**config.mk**
```make
export PLATFORM = sky130hd
export DESIGN_NAME = sistema_minero_multicanal
export DESIGN_NICKNAME = d
export VERILOG_FILES = /design/src/rtl/minero_pkg.sv /design/src/rtl/sistema_minero_multicanal_hash_lane.sv /design/src/rtl/sistema_minero_multicanal.sv
export SDC_FILE = /design/constraint.sdc
export NUM_CORES = 2
export LEC_CHECK = 0
export BUFFER_PORTS_ARGS = -buffer_cell sky130_fd_sc_hd__buf_2
export CAP_MARGIN = 10
export CORE_ASPECT_RATIO = 1.1
export CORE_MARGIN = 2
export CORE_UTILIZATION = 30
export CTS_BUF_LIST = sky130_fd_sc_hd__clkbuf_2 sky130_fd_sc_hd__clkbuf_4 sky130_fd_sc_hd__clkbuf_8
export CTS_CLUSTER_DIAMETER = 60
export DETAILED_ROUTE_END_ITERATION = 16
export GPL_ROUTABILITY_DRIVEN = 0
export PLACE_DENSITY = 0.55
export SETUP_SLACK_MARGIN = 0.1
export SLEW_MARGIN = 10
export SYNTH_ARGS = -nofsm -noshare
export SYNTH_HDL_FRONTEND = slang
export SYNTH_SLANG_ARGS = --single-unit
```
**constraint.sdc**
```tcl
create_clock -name clk -period 27.8 [get_ports clk]
set_input_delay 5.56 -clock clk [delete_from_list [all_inputs] [get_ports clk]]
set_output_delay 5.56 -clock clk [all_outputs]
set_load 0.005 [all_outputs]
```
**src/rtl/minero_pkg.sv**
```systemverilog
// minero_pkg: shared definitions for the multi-lane nonce search engine.
//   state_t        - search FSM states (IDLE, SEARCH, DRAIN, DONE)
//   hit_compare    - difficulty test: the two most significant TARGET_W-wide
//                    fields of the hash must both be below the target
//   EXHAUST_NONCE  - nonce reported when the whole nonce space misses
//                    (truncate to NONCE_W at the point of use)
package minero_pkg;

   typedef enum logic [1:0] {
      IDLE   = 2'd0,
      SEARCH = 2'd1,
      DRAIN  = 2'd2,
      DONE   = 2'd3
   } state_t;

   localparam logic [63:0] EXHAUST_NONCE = '1;

   // Operands are zero-extended to 64 bits so that one function serves
   // every HASH_W/TARGET_W combination; both compares are unsigned.
   function automatic logic hit_compare(input logic [63:0] hash,
                                        input logic [63:0] target,
                                        input int          hash_w,
                                        input int          target_w);
      logic [63:0] mask;
      logic [63:0] hi;
      logic [63:0] lo;
      mask = (64'd1 << target_w) - 64'd1;
      hi   = (hash >> (hash_w - target_w)) & mask;
      lo   = (hash >> (hash_w - 2 * target_w)) & mask;
      return (hi < target) && (lo < target);
   endfunction

endpackage

```
**src/rtl/sistema_minero_multicanal_hash_lane.sv**
```systemverilog
// hash_lane: one micro-hash lane with a HASH_LAT-deep register pipeline.
// The valid and nonce tags travel alongside the hash so the top level can
// tell which nonce each result belongs to.
//   clk, reset     - clock and synchronous active-high reset
//   flush          - clears every valid bit in the pipeline
//   valid_in       - this cycle's lane input is a real nonce
//   nonce_in       - nonce evaluated by this lane
//   payload        - latched block header; the hash block is {payload, nonce}
//   valid_out      - hash_out/nonce_out carry a real result
//   nonce_out      - nonce tag of the result
//   hash_out       - registered micro-hash of {payload, nonce_out}
module hash_lane
   import minero_pkg::*;
#(
   parameter int NONCE_W   = 32,
   parameter int PAYLOAD_W = 96,
   parameter int HASH_W    = 24,
   parameter int HASH_LAT  = 1
) (
   input  logic                 clk,
   input  logic                 reset,
   input  logic                 flush,
   input  logic                 valid_in,
   input  logic [NONCE_W-1:0]   nonce_in,
   input  logic [PAYLOAD_W-1:0] payload,
   output logic                 valid_out,
   output logic [NONCE_W-1:0]   nonce_out,
   output logic [HASH_W-1:0]    hash_out
);

   localparam int BLK_W  = PAYLOAD_W + NONCE_W;
   localparam int NCHUNK = (BLK_W + HASH_W - 1) / HASH_W;
   localparam int PAD_W  = NCHUNK * HASH_W;

   // Micro-hash core: rotate/xor/add round applied once per HASH_W-wide chunk
   // of the zero-padded block, plus two finishing rounds so that the nonce
   // (lowest chunk) reaches the most significant hash bits.
   function automatic logic [HASH_W-1:0] mix(input logic [HASH_W-1:0] h);
      logic [HASH_W-1:0] r;
      r = {h[HASH_W-6:0], h[HASH_W-1 -: 5]};
      return (r ^ (h >> 3)) + h;
   endfunction

   function automatic logic [HASH_W-1:0] micro_hash(input logic [BLK_W-1:0] blk);
      logic [PAD_W-1:0]  padded;
      logic [HASH_W-1:0] h;
      padded = PAD_W'(blk);
      h      = HASH_W'(32'h9e3779b9);
      for (int c = 0; c < NCHUNK; c++) begin
         h = mix(h ^ padded[c*HASH_W +: HASH_W]);
      end
      h = mix(mix(h));
      return h;
   endfunction

   logic                valid_pipe_reg [HASH_LAT];
   logic [NONCE_W-1:0]  nonce_pipe_reg [HASH_LAT];
   logic [HASH_W-1:0]   hash_pipe_reg  [HASH_LAT];

   genvar gi;
   generate
      for (gi = 0; gi < HASH_LAT; gi++) begin : g_stage
         if (gi == 0) begin : g_first
            always_ff @(posedge clk) begin
               if (reset || flush) begin
                  valid_pipe_reg[gi] <= 1'b0;
               end else begin
                  valid_pipe_reg[gi] <= valid_in;
               end
               nonce_pipe_reg[gi] <= nonce_in;
               hash_pipe_reg[gi]  <= micro_hash({payload, nonce_in});
            end
         end else begin : g_next
            always_ff @(posedge clk) begin
               if (reset || flush) begin
                  valid_pipe_reg[gi] <= 1'b0;
               end else begin
                  valid_pipe_reg[gi] <= valid_pipe_reg[gi-1];
               end
               nonce_pipe_reg[gi] <= nonce_pipe_reg[gi-1];
               hash_pipe_reg[gi]  <= hash_pipe_reg[gi-1];
            end
         end
      end
   endgenerate

   assign valid_out = valid_pipe_reg[HASH_LAT-1];
   assign nonce_out = nonce_pipe_reg[HASH_LAT-1];
   assign hash_out  = hash_pipe_reg[HASH_LAT-1];

endmodule

```
**src/rtl/sistema_minero_multicanal.sv**
```systemverilog
// sistema_minero_multicanal: multi-lane nonce search engine.
// Evaluates LANES consecutive nonces per cycle against a latched payload and
// reports the lowest hitting nonce, or exhaustion of the nonce space.
//   clk, reset  - clock and synchronous active-high reset
//   active      - level request: 1 = search, 0 = release/abort
//   payload     - block header, sampled on search start
//   target      - difficulty, sampled on search start
//   terminado   - search finished; held until active drops
//   encontrado  - with terminado: 1 = hit, 0 = exhausted
//   nonceOut    - winning nonce, all-ones on exhaustion
//   hashOut     - hash of nonceOut, 0 on exhaustion
//   intentos    - (only with SISTEMA_CONTADOR_EN defined) number of hashes
//                 whose results were evaluated in the current search
module sistema_minero_multicanal
   import minero_pkg::*;
#(
   parameter int LANES     = 4,
   parameter int NONCE_W   = 32,
   parameter int PAYLOAD_W = 96,
   parameter int HASH_W    = 24,
   parameter int TARGET_W  = 8,
   parameter int HASH_LAT  = 1
) (
   input  logic                 clk,
   input  logic                 reset,
   input  logic                 active,
   input  logic [PAYLOAD_W-1:0] payload,
   input  logic [TARGET_W-1:0]  target,
   output logic                 terminado,
   output logic                 encontrado,
   output logic [NONCE_W-1:0]   nonceOut,
`ifdef SISTEMA_CONTADOR_EN
   output logic [HASH_W-1:0]    hashOut,
   output logic [NONCE_W:0]     intentos
`else
   output logic [HASH_W-1:0]    hashOut
`endif
);

   localparam int DCW = $clog2(HASH_LAT + 1) + 1;
   // Base of the final issue cycle: 2^NONCE_W - LANES without a 2^NONCE_W term.
   localparam logic [NONCE_W-1:0] LAST_BASE = {NONCE_W{1'b1}} - NONCE_W'(LANES - 1);

   state_t                state_reg, state_next;
   logic [NONCE_W-1:0]    base_reg;
   logic [PAYLOAD_W-1:0]  payload_reg;
   logic [TARGET_W-1:0]   target_reg;
   logic [DCW-1:0]        drain_cnt_reg;
   logic                  terminado_reg;
   logic                  encontrado_reg;
   logic [NONCE_W-1:0]    nonce_out_reg;
   logic [HASH_W-1:0]     hash_out_reg;

   logic                  lane_valid [LANES];
   logic [NONCE_W-1:0]    lane_nonce [LANES];
   logic [HASH_W-1:0]     lane_hash  [LANES];
   logic [LANES-1:0]      lane_hit;
   logic                  any_hit;
   logic [NONCE_W-1:0]    sel_nonce;
   logic [HASH_W-1:0]     sel_hash;
   logic                  issue;
   logic                  flush;
   logic                  last_issue;
   logic                  drain_over;

   assign issue      = (state_reg == SEARCH);
   // Anything outside an ongoing search (including the abort cycle) empties
   // the lanes, so no stale result can leak into the next search.
   assign flush      = !active || !(state_reg == SEARCH || state_reg == DRAIN);
   assign last_issue = (base_reg == LAST_BASE);
   // DRAIN waits HASH_LAT cycles for in-flight results, then one more
   // cycle to declare exhaustion.
   assign drain_over = (drain_cnt_reg == DCW'(HASH_LAT));

   genvar gi;
   generate
      for (gi = 0; gi < LANES; gi++) begin : g_lane
         hash_lane #(
            .NONCE_W   (NONCE_W),
            .PAYLOAD_W (PAYLOAD_W),
            .HASH_W    (HASH_W),
            .HASH_LAT  (HASH_LAT)
         ) u_lane (
            .clk       (clk),
            .reset     (reset),
            .flush     (flush),
            .valid_in  (issue),
            .nonce_in  (base_reg + NONCE_W'(gi)),
            .payload   (payload_reg),
            .valid_out (lane_valid[gi]),
            .nonce_out (lane_nonce[gi]),
            .hash_out  (lane_hash[gi])
         );

         assign lane_hit[gi] = lane_valid[gi] &&
                               hit_compare(64'(lane_hash[gi]), 64'(target_reg), HASH_W, TARGET_W);
      end
   endgenerate

   // All lanes of one result cycle carry consecutive nonces, so the lowest
   // hitting lane index is the lowest hitting nonce overall.
   always_comb begin
      sel_nonce = '0;
      sel_hash  = '0;
      for (int i = LANES - 1; i >= 0; i--) begin
         if (lane_hit[i]) begin
            sel_nonce = lane_nonce[i];
            sel_hash  = lane_hash[i];
         end
      end
      any_hit = |lane_hit;
   end

   always_ff @(posedge clk) begin
      if (reset) begin
         state_reg <= IDLE;
      end else begin
         state_reg <= state_next;
      end
   end

   always_comb begin
      state_next = state_reg;
      case (state_reg)
         IDLE:    if (active) state_next = SEARCH;
         SEARCH: begin
            if (!active)         state_next = IDLE;
            else if (any_hit)    state_next = DONE;
            else if (last_issue) state_next = DRAIN;
         end
         DRAIN: begin
            if (!active)         state_next = IDLE;
            else if (any_hit)    state_next = DONE;
            else if (drain_over) state_next = DONE;
         end
         DONE:    if (!active) state_next = IDLE;
         default: state_next = IDLE;
      endcase
   end

   always_ff @(posedge clk) begin
      if (reset) begin
         base_reg       <= '0;
         payload_reg    <= '0;
         target_reg     <= '0;
         drain_cnt_reg  <= '0;
         terminado_reg  <= 1'b0;
         encontrado_reg <= 1'b0;
         nonce_out_reg  <= '0;
         hash_out_reg   <= '0;
      end else begin
         case (state_reg)
            IDLE: begin
               if (active) begin
                  payload_reg <= payload;
                  target_reg  <= target;
                  base_reg    <= '0;
               end
            end
            SEARCH: begin
               drain_cnt_reg <= '0;
               if (active) begin
                  base_reg <= base_reg + NONCE_W'(LANES);
                  if (any_hit) begin
                     terminado_reg  <= 1'b1;
                     encontrado_reg <= 1'b1;
                     nonce_out_reg  <= sel_nonce;
                     hash_out_reg   <= sel_hash;
                  end
               end
            end
            DRAIN: begin
               if (active) begin
                  drain_cnt_reg <= drain_cnt_reg + 1'b1;
                  if (any_hit) begin
                     terminado_reg  <= 1'b1;
                     encontrado_reg <= 1'b1;
                     nonce_out_reg  <= sel_nonce;
                     hash_out_reg   <= sel_hash;
                  end else if (drain_over) begin
                     terminado_reg  <= 1'b1;
                     encontrado_reg <= 1'b0;
                     nonce_out_reg  <= NONCE_W'(EXHAUST_NONCE);
                     hash_out_reg   <= '0;
                  end
               end
            end
            DONE: begin
               if (!active) begin
                  terminado_reg  <= 1'b0;
                  encontrado_reg <= 1'b0;
               end
            end
            default: ;
         endcase
      end
   end

`ifdef SISTEMA_CONTADOR_EN
   logic [NONCE_W:0] intentos_reg;

   // Every lane is valid in the same cycles, so lane 0 stands for all of them.
   always_ff @(posedge clk) begin
      if (reset) begin
         intentos_reg <= '0;
      end else if (state_reg == IDLE && active) begin
         intentos_reg <= '0;
      end else if ((state_reg == SEARCH || state_reg == DRAIN) && active && lane_valid[0]) begin
         intentos_reg <= intentos_reg + (NONCE_W+1)'(LANES);
      end
   end

   assign intentos = intentos_reg;
`endif

   assign terminado  = terminado_reg;
   assign encontrado = encontrado_reg;
   assign nonceOut   = nonce_out_reg;
   assign hashOut    = hash_out_reg;

endmodule

```
==> impl_metrics.json <==
{
  "rrSetupSlack_ns": 1.52,
  "fin_hold_ws_ns": 0.452,
  "post-route-period-util": 0.945,
  "wl_met2_um": 90500,
  "startpoint_type": "flip-flop",
  "grt-ovfl-total": 0,
  "top_layer": "met5",
  "wl_met1_um": 82800,
  "dieArea_um2": 185000,
  "cts_tree": "done",
  "syn_area_um2": 54600,
  "start_util": 0.301,
  "timing.rr.start": "base_reg[22]$_SDFFE_PP0P_",
  "synthCells": 6873,
  "path_max_fanout": 14,
  "synth_nets": 7772,
  "clockBufferDepth": 3,
  "syn_avg_cell_area_um2": 7.94,
  "hold_viol_final": 0,
  "coreArea_um2": 181000,
  "cap_violations": 0,
  "drc": 0,
  "chipWidth_um": 411,
  "relSlewSlack": 0.175,
  "outcome": "finished clean",
  "antenna_found_initial": 9,
  "drt_iter0_markers": 3300,
  "synth_ff_type": "dfxtp_1",
  "grt_first_pass_wirelength_um": 289000,
  "grt_use_total": 0.200,
  "postRouteWirelength_um": 193000,
  "drive_gt1_frac": 0.122,
  "drv_slew": 0,
  "required_ns": 28.48,
  "detailroute.via_count": 49000,
  "rows": 164,
  "synthArstFlopShare": 0,
  "timing.fmax_mhz": 38.1,
  "criticalPathCategory": "flip-flop to flip-flop",
  "numCtsBuffers": 77,
  "yosysTopAreaCell": "xnor2_1",
  "min_period_ns": 26.28,
  "h-tree-depth": 3,
  "crit_path_end_kind": "flip-flop",
  "crit_top_cell": "a21oi_1",
  "drt-vias-per-instance": 5.09,
  "synth-seq-cells": 377,
  "io_buffers": 164,
  "area_growth_pct": 14.8,
  "wl_met3_um": 8580,
  "clk_pin_slew_ns": 0.06,
  "synth_edf_count": 0,
  "cpMaxStageDelayCell": "o41ai_4",
  "ys_types": 99,
  "grt_max_degree": 74,
  "worstHoldPathType": "flip-flop to flip-flop",
  "grt_pass1_vias": 47500,
  "holdCritStartpoint": "nonceOut[22]$_SDFFE_PP0P_",
  "clk_latency_ns": 0.80,
  "tightest_slew_ns": 1.23,
  "dpl.hpwl_um": 162000,
  "slowest_delay_ns": 0.49,
  "wl_per_cell_um": 20.1,
  "nets": 8055,
  "setup-violations-final": 0,
  "postRouteAntennaNets": 0,
  "drt_first_pass_iters": 6,
  "worstPathArrival_ns": 26.95,
  "chipHeight_um": 451,
  "yosysSeqAreaShare": 0.138,
  "synth_top_area_share": 0.198,
  "ys_warn_count": 0,
  "cp-startpoint": "base_reg[22]$_SDFFE_PP0P_",
  "cts.sinks": 377,
  "synthTopCellsByArea": "xnor2_1 20%, ha_1 18%, dfxtp_1 14%, xor2_1 8.6%, a21oi_1 6.1%",
  "root_buffer": "clkbuf_8",
  "skew_ns": 0.0747,
  "pin_count": 165
}
repair_timing:
item	in CTS	in global routing
pin swaps	0	60
setup buffers	0	26
endpoints found under the setup margin	7	64
gates resized for setup	14	236
hold endpoints to repair	0	0
hold buffers	0	0
cell type report:
| type | instances | area (um2) |
|---|---|---|
| fill | 18900 | 118000 |
| tap | 2407 | 3010 |
| inverter | 455 | 1710 |
| clock inverter | 25 | 349 |
| multi-input combinational | 5767 | 45400 |
| antenna | 2 | 5.00 |
| sequential | 377 | 7550 |
| clock buffer | 110 | 1390 |
| timing repair buffer | 478 | 3240 |
through the flow:
stage / area [um2] / setup slack, ns / std cells / TNS (ns) / utilization
detailed placement: 59600 / -0.736 / 9458 / -0.999 / 0.329
floorplan: 54600 / 1.64 / 6873 / 0 / -
global placement: 59600 / -0.489 / 9458 / -0.530 / 0.329
CTS: 61400 / 0.109 / 9593 / 0 / 0.339
finish: 62700 / 1.52 / 9621 / 0 / 0.346
global route: 62700 / -0.0737 / 9620 / -0.309 / 0.346
per-layer routing:
layer  GRT usage  vias up
met3      0.0258      429
met4       0.104       14
met5           0        -
li1            -    24300
met2       0.341     1380
met1       0.246    22900
critical path: cells and delay by family, from the launching register on:
family          cells  cell delay (ns)
compound gates     81            16.36
xor+xnor           19             3.58
fa+ha+maj          11             4.00
buf+inv             6             0.78
flops               1             0.37
simple gates        7             0.99
cells in the final DEF (no fill, tap or decap), drive strengths merged, types with 27 or more instances in the layout:
master,Yosys,layout
nand2,447,447
clkbuf,191,110
nor2b,83,83
ha,764,764
a31oi,39,39
o31ai,28,28
xnor2,1241,1241
nand4,28,28
nor2,360,360
o21ai,214,214
o22ai,32,32
o211ai,44,44
dfxtp,377,377
nor3,128,128
fa,28,28
buf,83,478
and2,32,32
maj3,27,27
nand2b,82,82
o21bai,150,150
o21a,67,67
a221oi,40,40
xor2,538,538
a21o,214,214
a211oi,36,36
and3,44,44
nand3,98,98
a21oi,663,663
or3,39,39
inv,453,461
kinds of logic (layout without fill, tap and decap cells):
family	after synthesis	in the layout	share of synthesized area
xor gates and xnor gates	1796	1796	0.295
AOI/OAI and AO/OA	1734	1734	0.204
adders and majority gates	819	819	0.190
and+or+nand+nor	1414	1414	0.121
buffers and inverters	729	1068	0.0506
DFF	377	377	0.138
other	0	2	0
muxes	4	4	0.000756
path summary, 6_finish.rpt:
path | to | depth (start not counted)
hold reg to reg | nonceOut[22]$_SDFFE_PP0P_ | 2
hold / removal | nonceOut[22]$_SDFFE_PP0P_ | 2
setup / recovery | g_lane[1].u_lane.hash_pipe_reg[0][23]$_DFF_P_ | 124
setup reg to reg | g_lane[1].u_lane.hash_pipe_reg[0][23]$_DFF_P_ | 124
Yosys cell counts (26+ instances only):
master / count
o21ai_0: 214
nor2b_1: 83
o21a_1: 67
a311oi_1: 26
nand2_1: 447
o211ai_1: 43
a21o_1: 214
nor2_1: 360
a211oi_1: 36
nand4_1: 28
fa_1: 28
and3_1: 44
nand2b_1: 82
o31ai_1: 28
o22ai_1: 32
a31oi_1: 38
nor3_1: 128
buf_1: 74
ha_1: 764
dfxtp_1: 377
o21bai_1: 150
xnor2_1: 1235
a221oi_1: 39
clkbuf_1: 190
inv_1: 452
xor2_1: 535
a21oi_1: 662
nand3_1: 98
or3_1: 39
and2_1: 31
Power is not shown: default switching activity piles up to over one toggle a cycle in this logic, so the estimate is an artifact.
